**src/rtl/id_ex_latch_if.sv**
```systemverilog
// rtl/id_ex_latch_if.sv - shared types and decode-to-execute pipeline bus for id_ex_latch
//
// id_ex_pkg   : word_t (32-bit datapath word), aluop_t (ALU operation codes)
// id_ex_latch_if ports:
//   control  : en (advance, 0 = stall), flush (squash incoming instruction)
//   decode   : id_valid, id_rdat1, id_rdat2, id_imm16, id_shamt, id_aluop,
//              id_alusrc, id_shift, id_wsel, id_regwen
//   execute  : portA, portB, aluop (ALU inputs), ex_valid, ex_regwen,
//              ex_wsel, ex_stdat (store data)
//   perf     : stall_cnt
// modport master drives the decode/control side, modport slave is the latch.

package id_ex_pkg;
    typedef logic [31:0] word_t;

    typedef enum logic [3:0] {
        ALU_SLL  = 4'd0,
        ALU_SRL  = 4'd1,
        ALU_ADD  = 4'd2,
        ALU_SUB  = 4'd3,
        ALU_AND  = 4'd4,
        ALU_OR   = 4'd5,
        ALU_XOR  = 4'd6,
        ALU_NOR  = 4'd7,
        ALU_SLT  = 4'd8,
        ALU_SLTU = 4'd9
    } aluop_t;
endpackage

interface id_ex_latch_if;
    import id_ex_pkg::*;

    logic        en;
    logic        flush;
    logic        id_valid;
    word_t       id_rdat1;
    word_t       id_rdat2;
    logic [15:0] id_imm16;
    logic [4:0]  id_shamt;
    aluop_t      id_aluop;
    logic [1:0]  id_alusrc;
    logic        id_shift;
    logic [4:0]  id_wsel;
    logic        id_regwen;

    word_t       portA;
    word_t       portB;
    aluop_t      aluop;
    logic        ex_valid;
    logic        ex_regwen;
    logic [4:0]  ex_wsel;
    word_t       ex_stdat;
    logic [15:0] stall_cnt;

    modport master (
        output en, flush, id_valid, id_rdat1, id_rdat2, id_imm16, id_shamt,
               id_aluop, id_alusrc, id_shift, id_wsel, id_regwen,
        input  portA, portB, aluop, ex_valid, ex_regwen, ex_wsel, ex_stdat,
               stall_cnt
    );

    modport slave (
        input  en, flush, id_valid, id_rdat1, id_rdat2, id_imm16, id_shamt,
               id_aluop, id_alusrc, id_shift, id_wsel, id_regwen,
        output portA, portB, aluop, ex_valid, ex_regwen, ex_wsel, ex_stdat,
               stall_cnt
    );
endinterface

```
**src/rtl/id_ex_latch.sv**
```systemverilog
// rtl/id_ex_latch.sv - ID/EX pipeline register with operand selection and stall counter
//
// Ports:
//   CLK   : system clock, all state updates on the rising edge
//   nRST  : asynchronous active-low reset
//   bus   : id_ex_latch_if.slave (control, decode inputs, execute outputs)
// Optional feature macro: ID_EX_PERF_EN enables the saturating 16-bit
// stall_cnt; when undefined stall_cnt is tied to zero.
// Priority on each edge: flush, then en (capture), otherwise hold.

module id_ex_latch
    import id_ex_pkg::*;
(
    input  logic          CLK,
    input  logic          nRST,
    id_ex_latch_if.slave  bus
);

    word_t      porta_d, porta_q;
    word_t      portb_d, portb_q;
    word_t      stdat_d, stdat_q;
    aluop_t     aluop_d, aluop_q;
    logic       valid_d, valid_q;
    logic       regwen_d, regwen_q;
    logic [4:0] wsel_d, wsel_q;

    // Operand selection; shift instructions override the B-operand select.
    always_comb begin
        porta_d  = bus.id_rdat1;
        portb_d  = bus.id_rdat2;
        stdat_d  = bus.id_rdat2;
        aluop_d  = bus.id_aluop;
        valid_d  = bus.id_valid;
        regwen_d = bus.id_regwen & bus.id_valid;   // a bubble never writes
        wsel_d   = bus.id_wsel;
        if (bus.id_shift) begin
            porta_d = bus.id_rdat2;
            portb_d = {27'd0, bus.id_shamt};
        end else begin
            unique case (bus.id_alusrc)
                2'd0:    portb_d = bus.id_rdat2;
                2'd1:    portb_d = {{16{bus.id_imm16[15]}}, bus.id_imm16};
                2'd2:    portb_d = {16'd0, bus.id_imm16};
                default: portb_d = {bus.id_imm16, 16'd0};
            endcase
        end
    end

    always_ff @(posedge CLK or negedge nRST) begin
        if (!nRST) begin
            porta_q  <= '0;
            portb_q  <= '0;
            stdat_q  <= '0;
            aluop_q  <= ALU_SLL;
            valid_q  <= 1'b0;
            regwen_q <= 1'b0;
            wsel_q   <= '0;
        end else if (bus.flush) begin
            porta_q  <= '0;
            portb_q  <= '0;
            stdat_q  <= '0;
            aluop_q  <= ALU_SLL;
            valid_q  <= 1'b0;
            regwen_q <= 1'b0;
            wsel_q   <= '0;
        end else if (bus.en) begin
            porta_q  <= porta_d;
            portb_q  <= portb_d;
            stdat_q  <= stdat_d;
            aluop_q  <= aluop_d;
            valid_q  <= valid_d;
            regwen_q <= regwen_d;
            wsel_q   <= wsel_d;
        end
    end

    assign bus.portA     = porta_q;
    assign bus.portB     = portb_q;
    assign bus.ex_stdat  = stdat_q;
    assign bus.aluop     = aluop_q;
    assign bus.ex_valid  = valid_q;
    assign bus.ex_regwen = regwen_q;
    assign bus.ex_wsel   = wsel_q;

`ifdef ID_EX_PERF_EN
    logic [15:0] cnt_d, cnt_q;

    // Counts only cycles where a real instruction is held back by a stall.
    always_comb begin
        cnt_d = cnt_q;
        if (!bus.en && !bus.flush && valid_q && (cnt_q != 16'hFFFF))
            cnt_d = cnt_q + 16'd1;
    end

    always_ff @(posedge CLK or negedge nRST) begin
        if (!nRST)
            cnt_q <= '0;
        else
            cnt_q <= cnt_d;
    end

    assign bus.stall_cnt = cnt_q;
`else
    assign bus.stall_cnt = 16'd0;
`endif

endmodule

```
**src/flat_wrapper.sv**
```systemverilog
// flat-port wrapper written by rule: the top's interface ports become plain ports
module id_ex_latch_flat import id_ex_pkg::*;
  (CLK, nRST, bus_en, bus_flush, bus_id_valid, bus_id_rdat1, bus_id_rdat2, bus_id_imm16, bus_id_shamt, bus_id_aluop, bus_id_alusrc, bus_id_shift, bus_id_wsel, bus_id_regwen, bus_portA, bus_portB, bus_aluop, bus_ex_valid, bus_ex_regwen, bus_ex_wsel, bus_ex_stdat, bus_stall_cnt);
  id_ex_latch_if bus_i ();
  input  logic CLK;
  input  logic nRST;
  input wire logic [$bits(bus_i.en)-1:0] bus_en;
  input wire logic [$bits(bus_i.flush)-1:0] bus_flush;
  input wire logic [$bits(bus_i.id_valid)-1:0] bus_id_valid;
  input wire logic [$bits(bus_i.id_rdat1)-1:0] bus_id_rdat1;
  input wire logic [$bits(bus_i.id_rdat2)-1:0] bus_id_rdat2;
  input wire logic [$bits(bus_i.id_imm16)-1:0] bus_id_imm16;
  input wire logic [$bits(bus_i.id_shamt)-1:0] bus_id_shamt;
  input wire logic [$bits(bus_i.id_aluop)-1:0] bus_id_aluop;
  input wire logic [$bits(bus_i.id_alusrc)-1:0] bus_id_alusrc;
  input wire logic [$bits(bus_i.id_shift)-1:0] bus_id_shift;
  input wire logic [$bits(bus_i.id_wsel)-1:0] bus_id_wsel;
  input wire logic [$bits(bus_i.id_regwen)-1:0] bus_id_regwen;
  output wire logic [$bits(bus_i.portA)-1:0] bus_portA;
  output wire logic [$bits(bus_i.portB)-1:0] bus_portB;
  output wire logic [$bits(bus_i.aluop)-1:0] bus_aluop;
  output wire logic [$bits(bus_i.ex_valid)-1:0] bus_ex_valid;
  output wire logic [$bits(bus_i.ex_regwen)-1:0] bus_ex_regwen;
  output wire logic [$bits(bus_i.ex_wsel)-1:0] bus_ex_wsel;
  output wire logic [$bits(bus_i.ex_stdat)-1:0] bus_ex_stdat;
  output wire logic [$bits(bus_i.stall_cnt)-1:0] bus_stall_cnt;
  assign bus_i.en = bus_en;
  assign bus_i.flush = bus_flush;
  assign bus_i.id_valid = bus_id_valid;
  assign bus_i.id_rdat1 = bus_id_rdat1;
  assign bus_i.id_rdat2 = bus_id_rdat2;
  assign bus_i.id_imm16 = bus_id_imm16;
  assign bus_i.id_shamt = bus_id_shamt;
  assign bus_i.id_aluop = bus_id_aluop;
  assign bus_i.id_alusrc = bus_id_alusrc;
  assign bus_i.id_shift = bus_id_shift;
  assign bus_i.id_wsel = bus_id_wsel;
  assign bus_i.id_regwen = bus_id_regwen;
  assign bus_portA = bus_i.portA;
  assign bus_portB = bus_i.portB;
  assign bus_aluop = bus_i.aluop;
  assign bus_ex_valid = bus_i.ex_valid;
  assign bus_ex_regwen = bus_i.ex_regwen;
  assign bus_ex_wsel = bus_i.ex_wsel;
  assign bus_ex_stdat = bus_i.ex_stdat;
  assign bus_stall_cnt = bus_i.stall_cnt;
  id_ex_latch u_core (.CLK(CLK), .nRST(nRST), .bus(bus_i));
endmodule
```
**config.mk**
```make
export PLATFORM = sky130hd
export DESIGN_NAME = id_ex_latch_flat
export DESIGN_NICKNAME = d
export VERILOG_FILES = /design/src/rtl/id_ex_latch_if.sv /design/src/rtl/id_ex_latch.sv /design/src/flat_wrapper.sv
export SDC_FILE = /design/constraint.sdc
export NUM_CORES = 1
export LEC_CHECK = 0
export CORE_AREA = 2 2 97 108
export CTS_CLUSTER_DIAMETER = 30
export CTS_CLUSTER_SIZE = 28
export DETAILED_ROUTE_END_ITERATION = 7
export DIE_AREA = 0 0 99 110
export DONT_BUFFER_PORTS = 1
export GPL_TIMING_DRIVEN = 1
export HOLD_SLACK_MARGIN = 0.1
export MAX_ROUTING_LAYER = met4
export PLACE_DENSITY_LB_ADDON = 0.3
export RECOVER_POWER = 50
export SLEW_MARGIN = 20
export SYNTH_ARGS = -nofsm -noshare
export SYNTH_HDL_FRONTEND = slang
export SYNTH_SLANG_ARGS = --single-unit
```
**constraint.sdc**
```tcl
create_clock -name CLK -period 1 [get_ports CLK]
set_clock_uncertainty 0.15 [all_clocks]
set_input_delay 0.05 -clock CLK [delete_from_list [all_inputs] [get_ports CLK]]
set_output_delay 0.05 -clock CLK [all_outputs]
set_load 0.01 [all_outputs]
```
==> flow_metrics.env <==
export IMPL_status="finished, violations left"
export IMPL_violations="negative hold slack, negative setup slack"
export IMPL_num_antenna_cells=0
export IMPL_ios=226
export IMPL_drt_wl_total_mm=13.9
export IMPL_hp_class="primary input to asynchronous set/reset pin"
export IMPL_first_pass_iters=4
export IMPL_clk_pin_slew_ns=0.10
export IMPL_synth_distinct_cells=29
export IMPL_critPathLaunchType="flop"
export IMPL_drv_cap=0
export IMPL_dieArea_um2=10900
export IMPL_crit_chain="buf_6"
export IMPL_die_width_um=99
export IMPL_yosys_warnings=0
export IMPL_fin_nets=644
export IMPL_holdWs_ns=-0.791
export IMPL_final_antenna_net_count=0
export IMPL_cp_slowest_cell="dfrtp_1"
export IMPL_cts_tree="done"
export IMPL_ys_seq_area_frac=0.507
export IMPL_ys_flop_type="dfrtp_1"
export IMPL_ys_async_sr_fraction=1.00
export IMPL_grt_overflow=0
export IMPL_drive_gt1_frac=0.169
export IMPL_crit_fanout=2
export IMPL_place_congestion=0.810
export IMPL_num_fill_cells=807
export IMPL_syn_avg_cell_area_um2=10.8
export IMPL_core_area_um2=9750
export IMPL_cts_num_sinks=107
export IMPL_synth_area_leaders="dfrtp_1 51%, mux2i_1 16%, nor2_1 5.4%"
export IMPL_grt_usage=0.257
export IMPL_wl_per_cell_um=20.9
export IMPL_placement_io_buffers=0
export IMPL_die_h_um=110
export IMPL_antenna_found_initial=0
export IMPL_synth_most_common_cell="dfrtp_1"
export IMPL_slowest_delay_ns=0.43
export IMPL_worst_path_dominant_cell_family="flip-flops"
export IMPL_clk_path_buf_depth=2
export IMPL_leakagePower_nw=3.05
export IMPL_crit_buf_inv=1
export IMPL_root_buffer="clkbuf_8"
export IMPL_synth_cells=490
export IMPL_grt_pass1_wl_mm=21.2
export IMPL_finalCriticalPeriod_ns=1.14
export IMPL_tns_ns=-3.89
export IMPL_worst_endpoint_required_ns=0.80
export IMPL_setup_worst_path_class="flop to primary output"
export IMPL_initial_core_util=0.542
export IMPL_synth_seq_cells=107
export IMPL_endpoint_kind="primary output"
export IMPL_finalCritPeriodShare=1.14
export IMPL_placed_cell_area_um2=5470
export IMPL_critPathArrivalTime_ns=0.94
export IMPL_grt_pass1_vias=3997
export IMPL_clk_latency_ns=0.37
export IMPL_finalSetupViolations=67
export IMPL_drtIter0Drc=187
export IMPL_rsz0062_at_grt="true"
export IMPL_synth_top_area_cell="dfrtp_1"
export IMPL_placed_cells=607
export IMPL_powerDensity_nw_per_um2=1340
export IMPL_slew_viol_final=0
export IMPL_fmax_ghz=0.877
export IMPL_synth_common_cells="107 x dfrtp_1, 85 x mux2i_1, 76 x nor2_1"
export IMPL_ctsHoldBuffers=25
export IMPL_vias=3899
export IMPL_vias_per_cell=5.87
export IMPL_syn2layout_area_growth_pct=17.6
export IMPL_grt_max_degree=112
export IMPL_rows=38
export IMPL_worst_slack_ns=-0.140
export IMPL_htree_levels=3
export IMPL_design_area_um2=6220
export IMPL_timing_final_hold_violations=214
export IMPL_numCtsBuffers=9
export IMPL_ir_drop_mv=0.881
export IMPL_finalNonFillerCells=664
export IMPL_dpl_hpwl_mm=9.09
export IMPL_synth_top_area_share=0.507
export IMPL_synth_edf_count=0
export IMPL_drcViolationCount=0
export IMPL_synthesis_area_um2=5290
routing by layer:
metal	global-route usage	vias up	wire, um
met5	-	-	0
li1	-	1794	-
met3	0.0517	14	1100
met4	0.0978	0	157
met1	0.329	1904	5700
met2	0.408	187	6920
path summary, 6_finish.rpt:
path / from / endpoint / slack (ns) / cells after the start
worst max-delay path: u_core.bus.portB[14]$_DFFE_PN0P_ / bus_portB[14] / -0.14 / 1
worst min-delay path: nRST / u_core.bus.ex_stdat[13]$_DFFE_PN0P_ / -0.79 / 0
worst max register to register: u_core.bus.portB[25]$_DFFE_PN0P_ / u_core.bus.portB[25]$_DFFE_PN0P_ / -0.02 / 2
worst min register to register: u_core.bus.portB[16]$_DFFE_PN0P_ / u_core.bus.portB[16]$_DFFE_PN0P_ / 0.38 / 1
max in group asynchronous: nRST / u_core.bus.ex_stdat[2]$_DFFE_PN0P_ / 1.32 / 0
min in group CLK: bus_flush / u_core.bus.portA[2]$_DFFE_PN0P_ / -0.42 / 1
layout make-up:
| cell class | count | area, um2 | share of cell area |
|---|---|---|---|
| Multi-Input combinational cell | 325 | 2290 | 0.369 |
| Tap cell | 120 | 150 | 0.0242 |
| Timing Repair Buffer | 82 | 870 | 0.140 |
| Clock buffer | 11 | 151 | 0.0244 |
| Clock inverter | 3 | 15.0 | 0.00242 |
| Sequential cell | 107 | 2680 | 0.431 |
| Inverter | 16 | 60.1 | 0.00966 |
timing repair:
action,in CTS,in global routing
setup buffers,16,3
resized for setup,36,16
setup endpoints to repair,108,125
hold endpoints to repair,214,214
pin swaps,0,4
cells in the final DEF (no fill, tap or decap), drive strengths merged, types with 11 or more instances in the layout:
cell type and n:
dfrtp 107, mux2i 85, nor2 76, buf 58, nand2 33, a211oi 32, o21ai 25, dlygate4sd3 24
inv 16, conb 16, a22o 15, a32o 14, clkbuf 11
state kept, by name (all words and copies together), names as in the netlist:
name / cells
u_core.bus.ex_valid: 1
u_core.bus.ex_wsel: 5
u_core.bus.ex_stdat: 32
u_core.bus.portB: 32
u_core.bus.ex_regwen: 1
u_core.bus.portA: 32
u_core.bus.aluop: 4
cell families after synthesis:
kind of cell | after synthesis | synth area share
and+or+nand+nor | 115 | 0.0866
DFF | 107 | 0.507
AOI/OAI and AO/OA | 103 | 0.148
muxes | 90 | 0.174
buffers and inverters | 73 | 0.0821
xor gates and xnor gates | 1 | 0.00166
other | 1 | 0.000709
per-stage QoR:
stage / util / setup WS [ns] / total power [mW] / hold WS (ns)
after detailed placement: 0.561 / -0.136 / 5.77 / -0.393
after global routing: 0.638 / -0.164 / 8.67 / -0.809
after CTS: 0.630 / -0.159 / 8.35 / -0.803
final: 0.638 / -0.140 / 8.34 / -0.791
after global placement: 0.561 / -0.100 / 5.73 / -0.393
after floorplan: - / -0.0295 / 5.79 / -0.396
power by group:
part           switching, mW  total (mW)  internal, mW
Combinational          0.434        1.06         0.629
Clock                   1.44        2.44          1.01
Sequential             0.273        4.84          4.57
No activity file was read; power rests on OpenSTA's default activity.
